<file path="src/rtl/sdfm_comp_gen2.sv">
// sdfm_comp_gen2: sigma-delta comparator channel, one instance per channel.
// The modulator bitstream is resampled into SYSCLK, passed through a
// sinc1/sinc2/sinc3/sincfast decimator, and each output sample is compared
// against low/high thresholds, with deglitching and sticky flags.
// Optional build macro: SDFM_COMP_DEGLITCH_EN enables the consecutive-sample
// deglitch counters. Without it, a comparator qualifies on the raw condition.
module sdfm_comp_gen2 #(
  parameter int DW   = 32,
  parameter int DECW = 8,
  parameter int FLTW = 4
) (
  input  logic            SYSCLK,
  input  logic            SYSRSTn,
  input  logic            DSDIN,
  input  logic            SDCLK,
  input  logic            cfg_en,
  input  logic [1:0]      cfg_mod,
  input  logic [3:0]      cfg_div,
  input  logic [DECW-1:0] cfg_dec,
  input  logic [1:0]      cfg_st,
  input  logic            cfg_sen,
  input  logic [DW-1:0]   cfg_ltrd,
  input  logic [DW-1:0]   cfg_htrd,
  input  logic [FLTW-1:0] cfg_flt,
  input  logic            clr_low,
  input  logic            clr_high,
  output logic [DW-1:0]   data_out,
  output logic            data_vld,
  output logic            low_evt,
  output logic            high_evt,
  output logic            low_flag,
  output logic            high_flag
);

  typedef enum logic [1:0] {MOD_RISE, MOD_FALL, MOD_DIV, MOD_ALL} mod_e;
  typedef enum logic [1:0] {ST_FAST, ST_SINC1, ST_SINC2, ST_SINC3} st_e;

  mod_e w_mod;
  st_e  w_st;
  assign w_mod = mod_e'(cfg_mod);
  assign w_st  = st_e'(cfg_st);

  // Synchroniser and strobe state
  logic r_din_s1, r_din_s2, r_bit;
  logic r_clk_s1, r_clk_s2, r_clk_d;
  logic [5:0] r_div_cnt;
  logic [5:0] w_div_term;
  logic w_stb_raw, r_stb;

  // Integrators, decimation and comb state
  logic [DW-1:0]   r_i1, r_i2, r_i3, w_delta;
  logic [DECW-1:0] r_dec_cnt;
  logic            w_dec, r_dec_d;
  logic [DW-1:0]   r_d1, r_d2, r_d3, r_s2_p1, r_s2_p2;
  logic [DW-1:0]   w_x, w_c1, w_c2, w_c3, w_filt;
  logic [DW-1:0]   r_data_out;
  logic            r_vld;

  // Comparator / deglitch / flag state
  logic w_lo, w_hi, w_lo_q_nx, w_hi_q_nx, w_lo_set, w_hi_set;
  logic r_lo_q, r_hi_q, r_lo_evt, r_hi_evt, r_lo_flag, r_hi_flag;

  // Two-flop synchronisers; r_bit aligns the data bit with the registered strobe
  always_ff @(posedge SYSCLK or negedge SYSRSTn) begin
    if (!SYSRSTn) begin
      r_din_s1 <= 1'b0;
      r_din_s2 <= 1'b0;
      r_bit    <= 1'b0;
      r_clk_s1 <= 1'b0;
      r_clk_s2 <= 1'b0;
      r_clk_d  <= 1'b0;
    end else begin
      r_din_s1 <= DSDIN;
      r_din_s2 <= r_din_s1;
      r_bit    <= r_din_s2;
      r_clk_s1 <= SDCLK;
      r_clk_s2 <= r_clk_s1;
      r_clk_d  <= r_clk_s2;
    end
  end

  // Terminal count 4*cfg_div+3
  assign w_div_term = {cfg_div, 2'b11};

  // Select the raw sample strobe source
  always_comb begin
    w_stb_raw = 1'b0;
    unique case (w_mod)
      MOD_RISE: w_stb_raw = r_clk_s2 & ~r_clk_d;
      MOD_FALL: w_stb_raw = ~r_clk_s2 & r_clk_d;
      MOD_DIV:  w_stb_raw = (r_div_cnt == w_div_term);
      MOD_ALL:  w_stb_raw = 1'b1;
    endcase
  end

  // SYSCLK divider and registered strobe
  always_ff @(posedge SYSCLK or negedge SYSRSTn) begin
    if (!SYSRSTn) begin
      r_div_cnt <= '0;
      r_stb     <= 1'b0;
    end else begin
      r_stb <= cfg_en & w_stb_raw;
      if (!cfg_en || w_mod != MOD_DIV || r_div_cnt >= w_div_term)
        r_div_cnt <= '0;
      else
        r_div_cnt <= r_div_cnt + 6'd1;
    end
  end

  assign w_delta = r_bit ? DW'(1) : (cfg_sen ? {DW{1'b1}} : '0);
  assign w_dec   = r_stb && (r_dec_cnt == cfg_dec);

  // Integrator cascade and decimation counter, advancing on each strobe
  always_ff @(posedge SYSCLK or negedge SYSRSTn) begin
    if (!SYSRSTn) begin
      r_i1      <= '0;
      r_i2      <= '0;
      r_i3      <= '0;
      r_dec_cnt <= '0;
      r_dec_d   <= 1'b0;
    end else if (!cfg_en) begin
      r_i1      <= '0;
      r_i2      <= '0;
      r_i3      <= '0;
      r_dec_cnt <= '0;
      r_dec_d   <= 1'b0;
    end else begin
      r_dec_d <= w_dec;
      if (r_stb) begin
        r_i1      <= r_i1 + w_delta;
        r_i2      <= r_i2 + r_i1;
        r_i3      <= r_i3 + r_i2;
        r_dec_cnt <= w_dec ? '0 : r_dec_cnt + DECW'(1);
      end
    end
  end

  // Comb cascade: shared delay registers, tap chosen by filter type
  always_comb begin
    w_x = r_i2;
    if (w_st == ST_SINC1)      w_x = r_i1;
    else if (w_st == ST_SINC3) w_x = r_i3;
    w_c1 = w_x - r_d1;
    w_c2 = w_c1 - r_d2;
    w_c3 = w_c2 - r_d3;
    w_filt = '0;
    unique case (w_st)
      ST_FAST:  w_filt = w_c2 + r_s2_p2;
      ST_SINC1: w_filt = w_c1;
      ST_SINC2: w_filt = w_c2;
      ST_SINC3: w_filt = w_c3;
    endcase
  end

  // Comb delay line and output register, clocked one cycle after the dec event
  always_ff @(posedge SYSCLK or negedge SYSRSTn) begin
    if (!SYSRSTn) begin
      r_d1       <= '0;
      r_d2       <= '0;
      r_d3       <= '0;
      r_s2_p1    <= '0;
      r_s2_p2    <= '0;
      r_data_out <= '0;
      r_vld      <= 1'b0;
    end else if (!cfg_en) begin
      r_d1       <= '0;
      r_d2       <= '0;
      r_d3       <= '0;
      r_s2_p1    <= '0;
      r_s2_p2    <= '0;
      r_data_out <= '0;
      r_vld      <= 1'b0;
    end else begin
      r_vld <= r_dec_d;
      if (r_dec_d) begin
        r_d1       <= w_x;
        r_d2       <= w_c1;
        r_d3       <= w_c2;
        r_s2_p1    <= w_c2;
        r_s2_p2    <= r_s2_p1;
        r_data_out <= w_filt;
      end
    end
  end

  assign w_lo = cfg_sen ? ($signed(r_data_out) < $signed(cfg_ltrd)) : (r_data_out < cfg_ltrd);
  assign w_hi = cfg_sen ? ($signed(r_data_out) >= $signed(cfg_htrd)) : (r_data_out >= cfg_htrd);

`ifdef SDFM_COMP_DEGLITCH_EN
  logic [FLTW:0] r_lo_cnt, r_hi_cnt, w_lo_cnt_nx, w_hi_cnt_nx, w_flt_tgt;

  assign w_flt_tgt = {1'b0, cfg_flt} + (FLTW+1)'(1);

  // Saturating run-length counts; a false sample always clears
  always_comb begin
    w_lo_cnt_nx = '0;
    w_hi_cnt_nx = '0;
    if (w_lo) w_lo_cnt_nx = (r_lo_cnt >= w_flt_tgt) ? r_lo_cnt : r_lo_cnt + (FLTW+1)'(1);
    if (w_hi) w_hi_cnt_nx = (r_hi_cnt >= w_flt_tgt) ? r_hi_cnt : r_hi_cnt + (FLTW+1)'(1);
    w_lo_q_nx = (w_lo_cnt_nx >= w_flt_tgt);
    w_hi_q_nx = (w_hi_cnt_nx >= w_flt_tgt);
  end

  // Run-length counters advance only on new samples
  always_ff @(posedge SYSCLK or negedge SYSRSTn) begin
    if (!SYSRSTn) begin
      r_lo_cnt <= '0;
      r_hi_cnt <= '0;
    end else if (!cfg_en) begin
      r_lo_cnt <= '0;
      r_hi_cnt <= '0;
    end else if (r_vld) begin
      r_lo_cnt <= w_lo_cnt_nx;
      r_hi_cnt <= w_hi_cnt_nx;
    end
  end
`else
  logic w_unused_flt;
  assign w_unused_flt = ^cfg_flt;
  assign w_lo_q_nx    = w_lo;
  assign w_hi_q_nx    = w_hi;
`endif

  assign w_lo_set = cfg_en & r_vld & w_lo_q_nx & ~r_lo_q;
  assign w_hi_set = cfg_en & r_vld & w_hi_q_nx & ~r_hi_q;

  // Qualified state and entry event pulses
  always_ff @(posedge SYSCLK or negedge SYSRSTn) begin
    if (!SYSRSTn) begin
      r_lo_q   <= 1'b0;
      r_hi_q   <= 1'b0;
      r_lo_evt <= 1'b0;
      r_hi_evt <= 1'b0;
    end else if (!cfg_en) begin
      r_lo_q   <= 1'b0;
      r_hi_q   <= 1'b0;
      r_lo_evt <= 1'b0;
      r_hi_evt <= 1'b0;
    end else begin
      r_lo_evt <= w_lo_set;
      r_hi_evt <= w_hi_set;
      if (r_vld) begin
        r_lo_q <= w_lo_q_nx;
        r_hi_q <= w_hi_q_nx;
      end
    end
  end

  // Sticky flags; the set term spans the decision cycle and the evt cycle so a
  // clear landing on either one loses
  always_ff @(posedge SYSCLK or negedge SYSRSTn) begin
    if (!SYSRSTn) begin
      r_lo_flag <= 1'b0;
      r_hi_flag <= 1'b0;
    end else begin
      r_lo_flag <= w_lo_set | r_lo_evt | (r_lo_flag & ~clr_low);
      r_hi_flag <= w_hi_set | r_hi_evt | (r_hi_flag & ~clr_high);
    end
  end

  assign data_out  = r_data_out;
  assign data_vld  = r_vld;
  assign low_evt   = r_lo_evt;
  assign high_evt  = r_hi_evt;
  assign low_flag  = r_lo_flag;
  assign high_flag = r_hi_flag;

endmodule

</file>
<file path="config.mk">
export PLATFORM = sky130hd
export DESIGN_NAME = sdfm_comp_gen2
export DESIGN_NICKNAME = d
export VERILOG_FILES = /design/src/rtl/sdfm_comp_gen2.sv
export SDC_FILE = /design/constraint.sdc
export NUM_CORES = 1
export LEC_CHECK = 0
export BUFFER_PORTS_ARGS = -buffer_cell sky130_fd_sc_hd__buf_2
export CORE_UTILIZATION = 50
export DETAILED_ROUTE_END_ITERATION = 7
export PLACE_DENSITY = 0.69
export SYNTH_ARGS = -nofsm -noshare
export SYNTH_HDL_FRONTEND = slang
export SYNTH_SLANG_ARGS = --single-unit
</file>
<file path="constraint.sdc">
create_clock -name SYSCLK -period 14.9 [get_ports SYSCLK]
set_input_delay 4.47 -clock SYSCLK [delete_from_list [all_inputs] [get_ports SYSCLK]]
set_output_delay 4.47 -clock SYSCLK [all_outputs]
set_load 0.005 [all_outputs]
</file>
==> reports/results.txt, run 1 <==
The count of buffers from port buffering was 124. The run finished with clean final reports. The tools report the relative max-transition margin as 19.5%. Counting every sink on the clock net gives 285. After synthesis the netlist holds a flip-flop and latch count of 285.

The average instance in the mapped netlist occupies 8.65 um^2. TritonCTS built the clock tree. For the via total after detailed routing, the log shows 20700.

The power density over the cells was 122 mW/mm^2; the post-route non-filler standard cell count was 3501. The post-route netlist has 8.21% of its cells at a drive strength greater than 1. Clock tree synthesis inserted a total of 36 buffers. After synthesis, the share of flip-flops with an asynchronous set or reset is 100%. The register area share after synthesis was 29.6%; the chip height was 222 um. The worst register-to-register path ends at data_out[28].

Number of nets with antenna violations after detailed routing: 0. Number of library cell types mapped by synthesis: 92. The smallest clock period supported by the final layout is computed as 12280 ps. STA classifies the critical path startpoint as an input pin.

The post-synth net total is 3144. The tool flagged a number of max-cap violations equal to 0. 129 I/O pins were placed. The worst setup path is captured at a flip-flop. In the final layout, the multi-input gates occupy 0.0158 mm^2. The met3 wire length came out at 2780 um.

The final worst clock skew was 10.0 ps; the placer congestion estimate was 0.952. In this run, synthesis inferred 0 flip-flops with an integrated enable. From left edge to right edge, the die measures 222 um. Via count of the first global-routing pass: 20300.

IR analysis of the VDD net gives a maximum drop of 0.0753 mV. The first global-routing pass estimated 103000 um of wire. Top flip-flop cell by instance count after synthesis: dfrtp_1. The startpoint identified for the worst register-to-register timing path is r_i2[1]. The tools report the worst hold path endpoint as r_din_s2. Length of the first detailed-routing pass in iterations: 7. Synthesis produced 2787 cells.

The initial utilization of the core area, before any placement, comes to 50.6%. After global routing the overflow that remains totals 0. The worst hold path passes through 0 cells. The total wire length was 62800 um. The logs give 0 for the hold buffer count at cts and 12680 ps for the arrival time of the worst setup path.

The start point of the worst min-delay path was r_din_s1. The share of the clock period used by the worst path after layout works out to 82.4%. The number of H-tree levels came out at 2.

The run gives 3443 as the post-placement cell count. The path type of the worst setup path is input pin to flip-flop. Data on the critical path is required at its endpoint by 15300 ps. The launch point of the worst path was cfg_st[0]. In the final routed layout, each cell accounts on average for 17.9 um. The floorplan step defined a die boundary enclosing 0.0491 mm^2. In this run the core area contains 80 standard-cell rows.

The share of synthesized area in the top cell type comes to 29.6%. Setup violations remaining at the end of the flow were counted as 0. Initial antenna violation count: 0. In the final routing, the length of wire on met1 measures 28500 um.

For the pin with the worst max-slew slack, the measured transition is 1200 ps. The residual DRC count was 0. The first routing iteration left 1380 violations. The maximum fanout encountered on the critical timing path is 33. Entering global routing, the biggest net connects 111 pins.

The run gives 0.0476 mm^2 as the core area. The mapped cell area was 0.0241 mm^2. For the leakage power, the log shows 0.0130 uW.

The run gives 0 as the number of max-slew violations in the final report. The synthesis-to-layout area growth works out to 9.85%. Cell with the largest stage delay on the worst path: nor4bb_1.

The number of cells on the worst reg-to-reg path is 32. The clock-pin slew on the worst setup and hold paths is 60 ps. Post-CTS timing repair inserted 0 buffers for setup. Maximum clock frequency: 81.4 MHz. After routing, the total negative slack on setup checks comes to 0 ps. The delay of the slowest cell on the worst path works out to 670 ps. Detailed placement ended at an HPWL of 45900 um. After the last flow step, the layout net total stands at 3223. dfrtp_1 takes more of the synthesized area than any other cell.

The hold violation total from the final report was 0. After detailed routing, no signal wire sits above met4. Using the TritonRoute via totals, the vias-per-cell ratio works out to 5.92. For the global router's overall resource usage, the log shows 25.6%. After synthesis, the cell types taking the most area are dfrtp_1, ha_1, mux2i_1, nor2_1, a21oi_1. The later pin in the worst-skew pair is clocked with a latency of 550 ps. The total of warnings raised by yosys was 0; the diode insertion count for antenna repair was 0. Setup repair after global routing left no endpoint under its margin. The post-cts repair resize count came out at 0. The type of the worst min-delay path is flip-flop to flip-flop. In this run the register-to-register setup slack is 6810 ps. Counting along the longest clock path gives a buffer depth of 3. The dominant cell type by count on the critical path is a21oi_1. Registers take 0.00714 mm^2. Clock tree synthesis selected as its root buffer the cell clkbuf_16.

The logs give 4322 for the fill cell total of the finished layout and 29600 um for the met2 wire length.
## Yosys cell counts (43+ instances only)
master and instances:
dfrtp_1 285, ha_1 259, inv_1 206, xnor2_1 116, mux2i_1 183, clkbuf_1 77
o21a_1 43, nor2_1 311, nand3_1 50, nand2_1 158, o21ai_0 148, xor2_1 77
a21oi_1 229, a21o_1 127
## layer usage
metal,global-route usage [%],up-vias
met5,0,-
met4,9.79,0
met3,2.73,98
met2,43.6,539
met1,33.4,9890
li1,-,10200
## where the power goes
part,internal [uW],switching (uW),total [uW]
Sequential,785,15.2,800
Clock,575,338,913
Combinational,618,893,1510
## layout by cell type, fill, tap and decap left out, types with 14 or more instances in the layout
cell | Yosys | layout
a211oi_1 | 23 | 23
a21o_1 | 127 | 127
a21oi_1 | 229 | 229
a221o_1 | 19 | 19
a22o_1 | 39 | 39
a31oi_1 | 19 | 19
and3_1 | 16 | 16
buf_2 | 1 | 123
buf_4 | 0 | 18
clkbuf_16 | 0 | 37
dfrtp_1 | 285 | 283
ha_1 | 259 | 256
inv_1 | 206 | 206
mux2i_1 | 183 | 183
nand2_1 | 158 | 158
nand2b_1 | 32 | 32
nand3_1 | 50 | 50
nand4_1 | 36 | 36
nor2_1 | 311 | 309
nor2b_1 | 14 | 14
nor3_1 | 40 | 40
o211ai_1 | 19 | 19
o21a_1 | 43 | 43
o21ai_0 | 148 | 148
o21bai_1 | 27 | 27
o31ai_1 | 15 | 15
xnor2_1 | 116 | 116
xor2_1 | 77 | 77
## through the flow
step	total power [uW]	hold slack (ps)	instance area (um^2)	util, %	setup slack (ps)
after global routing	3440	368	26500	55.6	1920
final	3220	353	26500	55.6	2620
after global placement	2260	335	25300	53.0	2270
after CTS	3230	360	26500	55.6	2640
after floorplan	1980	331	24100	-	3370
after detailed placement	2300	336	25300	53.0	2070
## flip-flops by register name, summed over array words and instances, names as in the netlist, 6 cells and up
register,cells
r_s2_p1,32
r_s2_p2,32
r_i2,32
r_d1,32
r_d2,32
r_i3,32
data_out,32
r_div_cnt,6
r_i1,32
r_dec_cnt,8
## area by class of cell
class / count / area share, %
Clock buffer: 50 / 3.98
Tap cell: 615 / 2.91
Clock inverter: 8 / 0.624
Sequential cell: 285 / 27.0
Multi-Input combinational cell: 2193 / 59.7
Timing Repair Buffer: 142 / 2.89
Inverter: 208 / 2.97
## critical path, delay by kind of cell
family | cells | cell delay, ps
compound gates | 18 | 3970
xor+xnor | 1 | 330
fa+ha+maj | 4 | 1760
buf+inv | 2 | 230
mux | 3 | 320
simple gates | 6 | 1570
## worst max path at each step
stage,end,depth (start not counted)
final,data_out[28],34
after global routing,data_out[30],35
after CTS,data_out[28],35
after detailed placement,data_out[28],35
after global placement,data_out[28],35
after floorplan,data_out[28],34
## kinds of logic (layout without fill, tap and decap cells)
| group | after synthesis | in the layout | share of synthesized area, % |
|---|---|---|---|
| compound gates | 825 | 825 | 22.8 |
| xor+xnor | 193 | 193 | 7.01 |
| fa+ha+maj | 265 | 265 | 13.9 |
| buf+inv | 309 | 408 | 4.98 |
| flops | 285 | 285 | 29.6 |
| mux | 184 | 184 | 7.69 |
| simple gates | 726 | 726 | 14.0 |
Power figures use the tool's default switching activity.
==> run 2: changes to the inputs <==
- ABC_AREA: unset -> 1
- PLACE_DENSITY: 0.69 -> 0.72
- clock period: 14.9 -> 9.9 ns (I/O delays scaled with it)
==> run 2 against run 1 <==
Net effect: sequential power grew 52%; area after synthesis rose by 2.7%; clock skew up 10 ps; final cell count up 22%; via count rose by 13%; largest cell class unchanged.
==> reports/results.txt, run 2 <==
The max-capacitance violation count came out at 0 (unchanged). The library cells used most frequently in the layout, excluding fill and tap cells, are nand2_1, inv_1, a21oi_1, o21ai_0, dfrtp_1. The type of the worst min-delay path is flip-flop to flip-flop. The kind of end point of the critical path was a flip-flop.

The run gives 65900 um (+4.9%) as the total wire length. STA classifies the critical path startpoint as an input pin. Number of nets with antenna violations after detailed routing: 0 (unchanged). The via count of the first global-routing pass came out at 22300 (+10%). The initial antenna violation count was 0 (unchanged); the share of the clock period used by the worst path after layout was 91.3%. The final count of negative-setup-slack endpoints is 0 (unchanged), and the register area share after synthesis is 28.8% (-0.77 points). The placer congestion estimate was 0.942 (-1.1%). The global router's overall resource usage is 26.3% (+0.69 points). The via total after detailed routing came out at 23400 (+13%). The dominant cell type by count on the critical path was nand2_1. The run gives 64 (-30%) as the number of library cell types mapped by synthesis.

The delay of the slowest cell on the worst path works out to 550 ps (-120 ps). The tools report the initial cell density of the core as 50.6% (+0.070 points). Setup repair after global routing left no endpoint under its margin. The buffers inserted during post-CTS setup optimization was 0 (unchanged).

The flow ran to the end, and the final reports show no timing, DRC or antenna violations. The setup path with the least slack is of type input pin to flip-flop. The flop-to-flop setup slack is 3810 ps (-3000 ps), and the count of buffers from port buffering is 124 (unchanged). The run gives 3481 (+25%) as the cell count after synthesis.

The share of the synthesized area in the top cell type was 28.8% (-0.77 points). The run gives 0 (unchanged) as the number of max-slew violations in the final report. The post-cts repair resize count is 0 (unchanged). Mapped cell area: 0.0247 mm^2 (+2.7%). The run gives 0.0272 mm^2 (+2.7%) as the post-layout instance area. The average routed wire per standard cell is 15.5 um (-14%), and the clock tree buffer depth is 3 (unchanged). The run gives 4201 (+22%) as the post-placement cell count. TritonCTS built the clock tree. The tools report the core area as 0.0488 mm^2 (+2.5%).

Number of ports placed on the die boundary: 129 (unchanged). The maximum fanout encountered on the critical timing path works out to 42 (+27%). The hold buffer count at cts is 0 (unchanged), and the total of warnings raised by yosys is 0 (unchanged). The floorplan row count is 81 (+1.3%). The worst-margin pin slew came out at 1060 ps (-142 ps). The diode insertion count for antenna repair was 0 (unchanged); the minimum clock period after layout was 9040 ps.

The residual overflow from global routing was 0 (unchanged); the setup total negative slack was 0 ps (unchanged). The post-route non-filler standard cell count was 4262 (+22%); the fraction of final layout cells sized beyond drive strength 1 was 8.81% (+0.60 points). Final worst clock skew: 20.2 ps (+10.2 ps). Ranked by total cell area, the synthesized netlist is headed by dfrtp_1, ha_1, nand2_1, inv_1, a21oi_1.

The number of synthesized flops with an enable pin is 0 (unchanged). The wire length of the first global-routing pass came out at 108000 um (+4.6%). The cell family contributing the most delay on the critical path is simple AND/OR/NAND/NOR gates. The number of clock sinks is 285 (unchanged), and the clock-pin slew on the worst setup and hold paths is 60 ps (about the same). The run gives 0.0260 mm^2 (+3.1%) as the placed cell area. The cell with the largest stage delay on the worst path is ha_2.

The final-layout worst hold slack is 349 ps (-4.20 ps). Among all flip-flop cells after synthesis, the most frequent one is dfrtp_1. The peak supply drop was 0.106 mV (+41%). The tree is rooted in a clkbuf_16. Summed over all instances, the cell type with the most area after synthesis is dfrtp_1. The share of synthesized flip-flops with an asynchronous set or reset came out at 100% (unchanged). For the pre-CTS setup slack, the log shows 420 ps (-1650 ps). For the hold violation total from the final report, the log shows 0 (unchanged).

The most common cell after layout, fill and taps aside was nand2_1. The residual DRC count was 0 (unchanged). The average vias per placed instance is 5.48 (-7.5%). The worst path setup slack after routing is 860 ps (-1760 ps). The leakage power is 0.0143 uW (+9.9%). Among all cell types in the netlist, the one instantiated most often is nand2_1. The fill cell total of the finished layout was 4772 (+10%); the synthesis-to-layout area growth was 9.89% (about the same). The logs give 50200 um (+9.4%) for the HPWL after detailed placement and 2 (unchanged) for the number of H-tree levels.

The iteration-0 DRC count of the detailed router came out at 1523 (+10%). The commonest cells after synthesis are nand2_1, inv_1, a21oi_1, o21ai_0, dfrtp_1. The tools report the arrival time of the worst setup path as 9480 ps (-3200 ps). The maximum clock frequency is 111 MHz, and the buffer and inverter count on the worst path is 8 (+6).

The logs give 560 ps (about the same) for the clock insertion delay at the later pin of the skew report and 0.0504 mm^2 (+2.6%) for the die outline area. The required time reported for the critical path endpoint was 10340 ps (-4960 ps); the CTS buffer count was 36 (unchanged). The length of the first detailed-routing pass in iterations is 6 (-1), and the chip height is 224 um (+1.3%). The die width works out to 224 um (+1.3%). The number of nets in the finished design is 3932 (+22%), and the average size of a mapped cell is 7.11 um^2 (-18%). The pin count of the biggest net entering global routing is 92 (-17%). The post-synth net total is 3838 (+22%), and the register bit total from synthesis is 285 (unchanged). The tools report the relative max-transition margin as 29.2% (+9.7 points).

The power density over the cells is 189 mW/mm^2 (+55%).
## run 2: cell families (layout without fill, tap and decap cells)
kind of cell,count (synthesis),count (layout),share of synthesized area (%)
and+or+nand+nor,1220,1220,21.1
buffers and inverters,638,755,9.78
AOI/OAI and AO/OA,964,964,22.8
DFF,285,285,28.8
xor gates and xnor gates,109,109,3.95
adders and majority gates,265,265,13.6
## run 2: stage by stage
stage	utilization [%]	total power (uW)
after floorplan	-	3200
after global placement	53.3	3770
after CTS	55.7	5120
after global routing	55.7	5520
final	55.7	5140
after detailed placement	53.3	3790
## run 2: layout make-up
cell class,instances,area [um^2],share of cell area [%]
Multi-Input combinational cell,2558,15200,56.0
Sequential cell,285,7130,26.2
Inverter,550,2070,7.60
Clock buffer,51,1020,3.74
Tap cell,664,831,3.06
Timing Repair Buffer,144,781,2.87
Clock inverter,10,143,0.525
## run 2: power by group
part / leakage [uW] / total, uW / internal (uW) / switching (uW)
combinational: 0.00978 / 2600 / 907 / 1690
clock: 0.000567 / 1310 / 792 / 521
sequential: 0.00395 / 1220 / 1190 / 33.6
## run 2: path summary, 6_finish.rpt
path                           start  depth (start not counted)      endpoint
setup / recovery           cfg_st[1]                         36  data_out[31]
hold reg to reg             r_din_s1                          0      r_din_s2
hold / removal              r_din_s1                          0      r_din_s2
max in group asynchronous    SYSRSTn                          2   r_s2_p2[24]
min in group asynchronous    SYSRSTn                          1       r_i1[3]
setup reg to reg             r_i2[0]                         32  data_out[31]
## run 2: metal layers
metal	GRT usage (%)	wire [um]
met1	32.9	29200
met2	46.6	31700
met5	0	0
met4	9.98	2190
met3	2.42	2820
==> run 3: changes to the inputs <==
- CTS_BUF_LIST: unset -> sky130_fd_sc_hd__clkbuf_4
- GPL_TIMING_DRIVEN: unset -> 0
==> run 3 against run 2 <==
Net effect: clock-buffer cell count increased by 60; largest power group unchanged; highest routed layer unchanged; final cell count rose by 3.5%; first-iteration DRC count up 32%; critical path type unchanged.
==> reports/results.txt, run 3 (synthesis results as in run 2) <==
The logs give 1 (+1) for the initial antenna violation count and 3 (+1) for the number of H-tree levels. The tightest min-delay check is of the flip-flop to flip-flop type. For the number of max-slew violations in the final report, the log shows 0 (unchanged). The power density over the cells is 185 mW/mm^2 (-2.4%).

The tools report the total wire length as 79600 um (+21%). The endpoint identified for the worst register-to-register timing path is data_out[31]. The clock insertion delay at the later pin of the skew report came out at 830 ps (+270 ps). The final worst clock skew came out at 56.8 ps (+36.6 ps). The CTS buffer count was 80 (+120%); the peak supply drop was 0.115 mV (+8.3%). The start point of the worst min-delay path is r_din_s2.

The flop-to-flop setup slack came out at 3270 ps (-540 ps). Setup repair after global routing left no endpoint under its margin. The minimum clock period after layout is 9460 ps (+418 ps), and the fraction of final layout cells sized beyond drive strength 1 is 10.0% (+1.2 points). For the initial cell density of the core, the log shows 50.6% (unchanged). Residual overflow from global routing: 0 (unchanged).

The buffers inserted during post-CTS setup optimization was 0 (unchanged). Final-layout worst hold slack: 349 ps (+0.146 ps). The die width works out to 224 um (unchanged). The wire length of the first global-routing pass was 125000 um (+16%); the maximum clock frequency was 106 MHz (-4.4%). The delay of the slowest cell on the worst path came out at 560 ps (about the same). Placer congestion estimate: 1.04 (+11%). The via total after detailed routing is 24600 (+5.4%). The arrival time of the worst setup path is 10160 ps (+680 ps), and the average vias per placed instance is 5.58 (+1.9%).

The residual DRC count was 0 (unchanged). The path type of the worst setup path is input pin to flip-flop. The core occupancy in the finished layout came out at 55.9% (+0.20 points). TritonCTS built the clock tree. The clock-pin slew on the worst setup and hold paths is 60 ps (about the same), and the worst-margin pin slew is 1070 ps (+9.14 ps).

The library cells used most frequently in the layout, excluding fill and tap cells, are nand2_1, inv_1, a21oi_1, o21ai_0, dfrtp_1. The kind of start point of the critical path was an input pin. The run gives 0 (unchanged) as the hold buffer count at cts. The leakage power came out at 0.0144 uW (+0.73%).

Root buffer cell: clkbuf_4. The average routed wire per standard cell was 18.0 um (+17%). The max-capacitance violation count is 0 (unchanged), and the global router's overall resource usage is 32.1% (+5.8 points). Required time reported for the critical path endpoint: 10600 ps (+260 ps). The path with the worst hold slack has its endpoint at r_bit. Dominant cell type by count on the critical path: nand2_1.

The HPWL after detailed placement was 63500 um (+26%); the share of the clock period used by the worst path after layout was 95.5% (+4.2 points). Leaving out fill and tap cells, the most frequent cell in the layout is nand2_1. For the number of nets with antenna violations after detailed routing, the log shows 0 (unchanged).

The post-layout total power is 5030 uW (-2.0%), and the pre-CTS setup slack is -1260 ps (-1680 ps). The count of buffers from port buffering came out at 124 (unchanged). The count of cells along the worst hold path came out at 0 (unchanged). For the number of ports placed on the die boundary, the log shows 129 (unchanged). Length of the first detailed-routing pass in iterations: 8 (+2). The cell with the largest stage delay on the worst path is fa_1. The number of nets in the finished design is 4045 (+2.9%). The run gives 285 (unchanged) as the number of clock sinks. The count of cells along the worst register-to-register path came out at 29 (-9.4%).

The tools report the core area as 0.0488 mm^2 (unchanged). The flow ran to the end, and the final reports show no timing, DRC or antenna violations. The kind of end point of the critical path is a flip-flop. The tools report the clock tree buffer depth as 3 (unchanged).

The relative max-transition margin was 28.7% (-0.53 points). The iteration-0 DRC count of the detailed router was 2008 (+32%); the worst path setup slack after routing was 442 ps (-418 ps). The chip height was 224 um (unchanged); the final count of negative-setup-slack endpoints was 0 (unchanged).

For the via count of the first global-routing pass, the log shows 23800 (+6.5%). For the die outline area, the log shows 0.0504 mm^2 (unchanged). For the hold violation total from the final report, the log shows 0 (unchanged). The start of the worst register-to-register path is r_i1[1]. From synthesis to final layout, the design area changed by 10.3%. The maximum fanout encountered on the critical timing path works out to 14 (-67%). The run gives 81 (unchanged) as the floorplan row count.

The run gives 99 (+7.6%) as the pin count of the biggest net entering global routing.
-- run 3: report_power, final --
| group | internal, uW | switching, uW | total, uW |
|---|---|---|---|
| Combinational | 912 | 1790 | 2700 |
| Clock | 569 | 542 | 1110 |
| Sequential | 1190 | 33.4 | 1220 |
-- run 3: timing repair --
item                                    4_1_cts  5_1_grt
endpoints found under the setup margin        9        8
gates resized for setup                       1        8
cloned                                        0        0
-- run 3: area by class of cell --
cell class	count	area, um^2
sequential	285	7130
timing repair buffer	127	701
multi-input combinational	2558	15200
tap	664	831
buffer	86	354
inverter	550	2060
fill	4888	21600
clock inverter	28	166
antenna	2	5.00
clock buffer	111	833
-- run 3: critical path: cells and delay by family --
kind	cells	cell delay, ps
xor+xnor	2	700
fa+ha+maj	4	1480
compound gates	6	1210
buf+inv	7	1340
simple gates	17	2410
-- run 3: stage by stage --
step | std cells | TNS [ps] | instance area (um^2)
floorplan | 3481 | 0 | 24700
global placement | 4269 | -14640 | 26200
detailed placement | 4272 | -14930 | 26300
CTS | 4410 | 0 | 27300
global route | 4410 | 0 | 27300
finish | 4411 | 0 | 27300
-- run 3: worst max-delay path by stage --
stage	start	end	slack (ps)
detailed placement	cfg_st[0]	data_out[31]	-1260
global placement	cfg_st[0]	data_out[31]	-1230
CTS	cfg_st[1]	data_out[31]	400
finish	cfg_st[0]	data_out[31]	440
floorplan	cfg_st[0]	data_out[29]	1400
global route	cfg_st[0]	data_out[26]	60
-- run 3: metal layers --
layer | up-vias | global-route usage (%) | share of wire (%)
li1 | 12200 | - | -
met1 | 11300 | 37.7 | 40
met2 | 921 | 54.4 | 47
met3 | 232 | 5.11 | 6.4
met4 | 0 | 20.9 | 6.7
met5 | - | 0 | 0
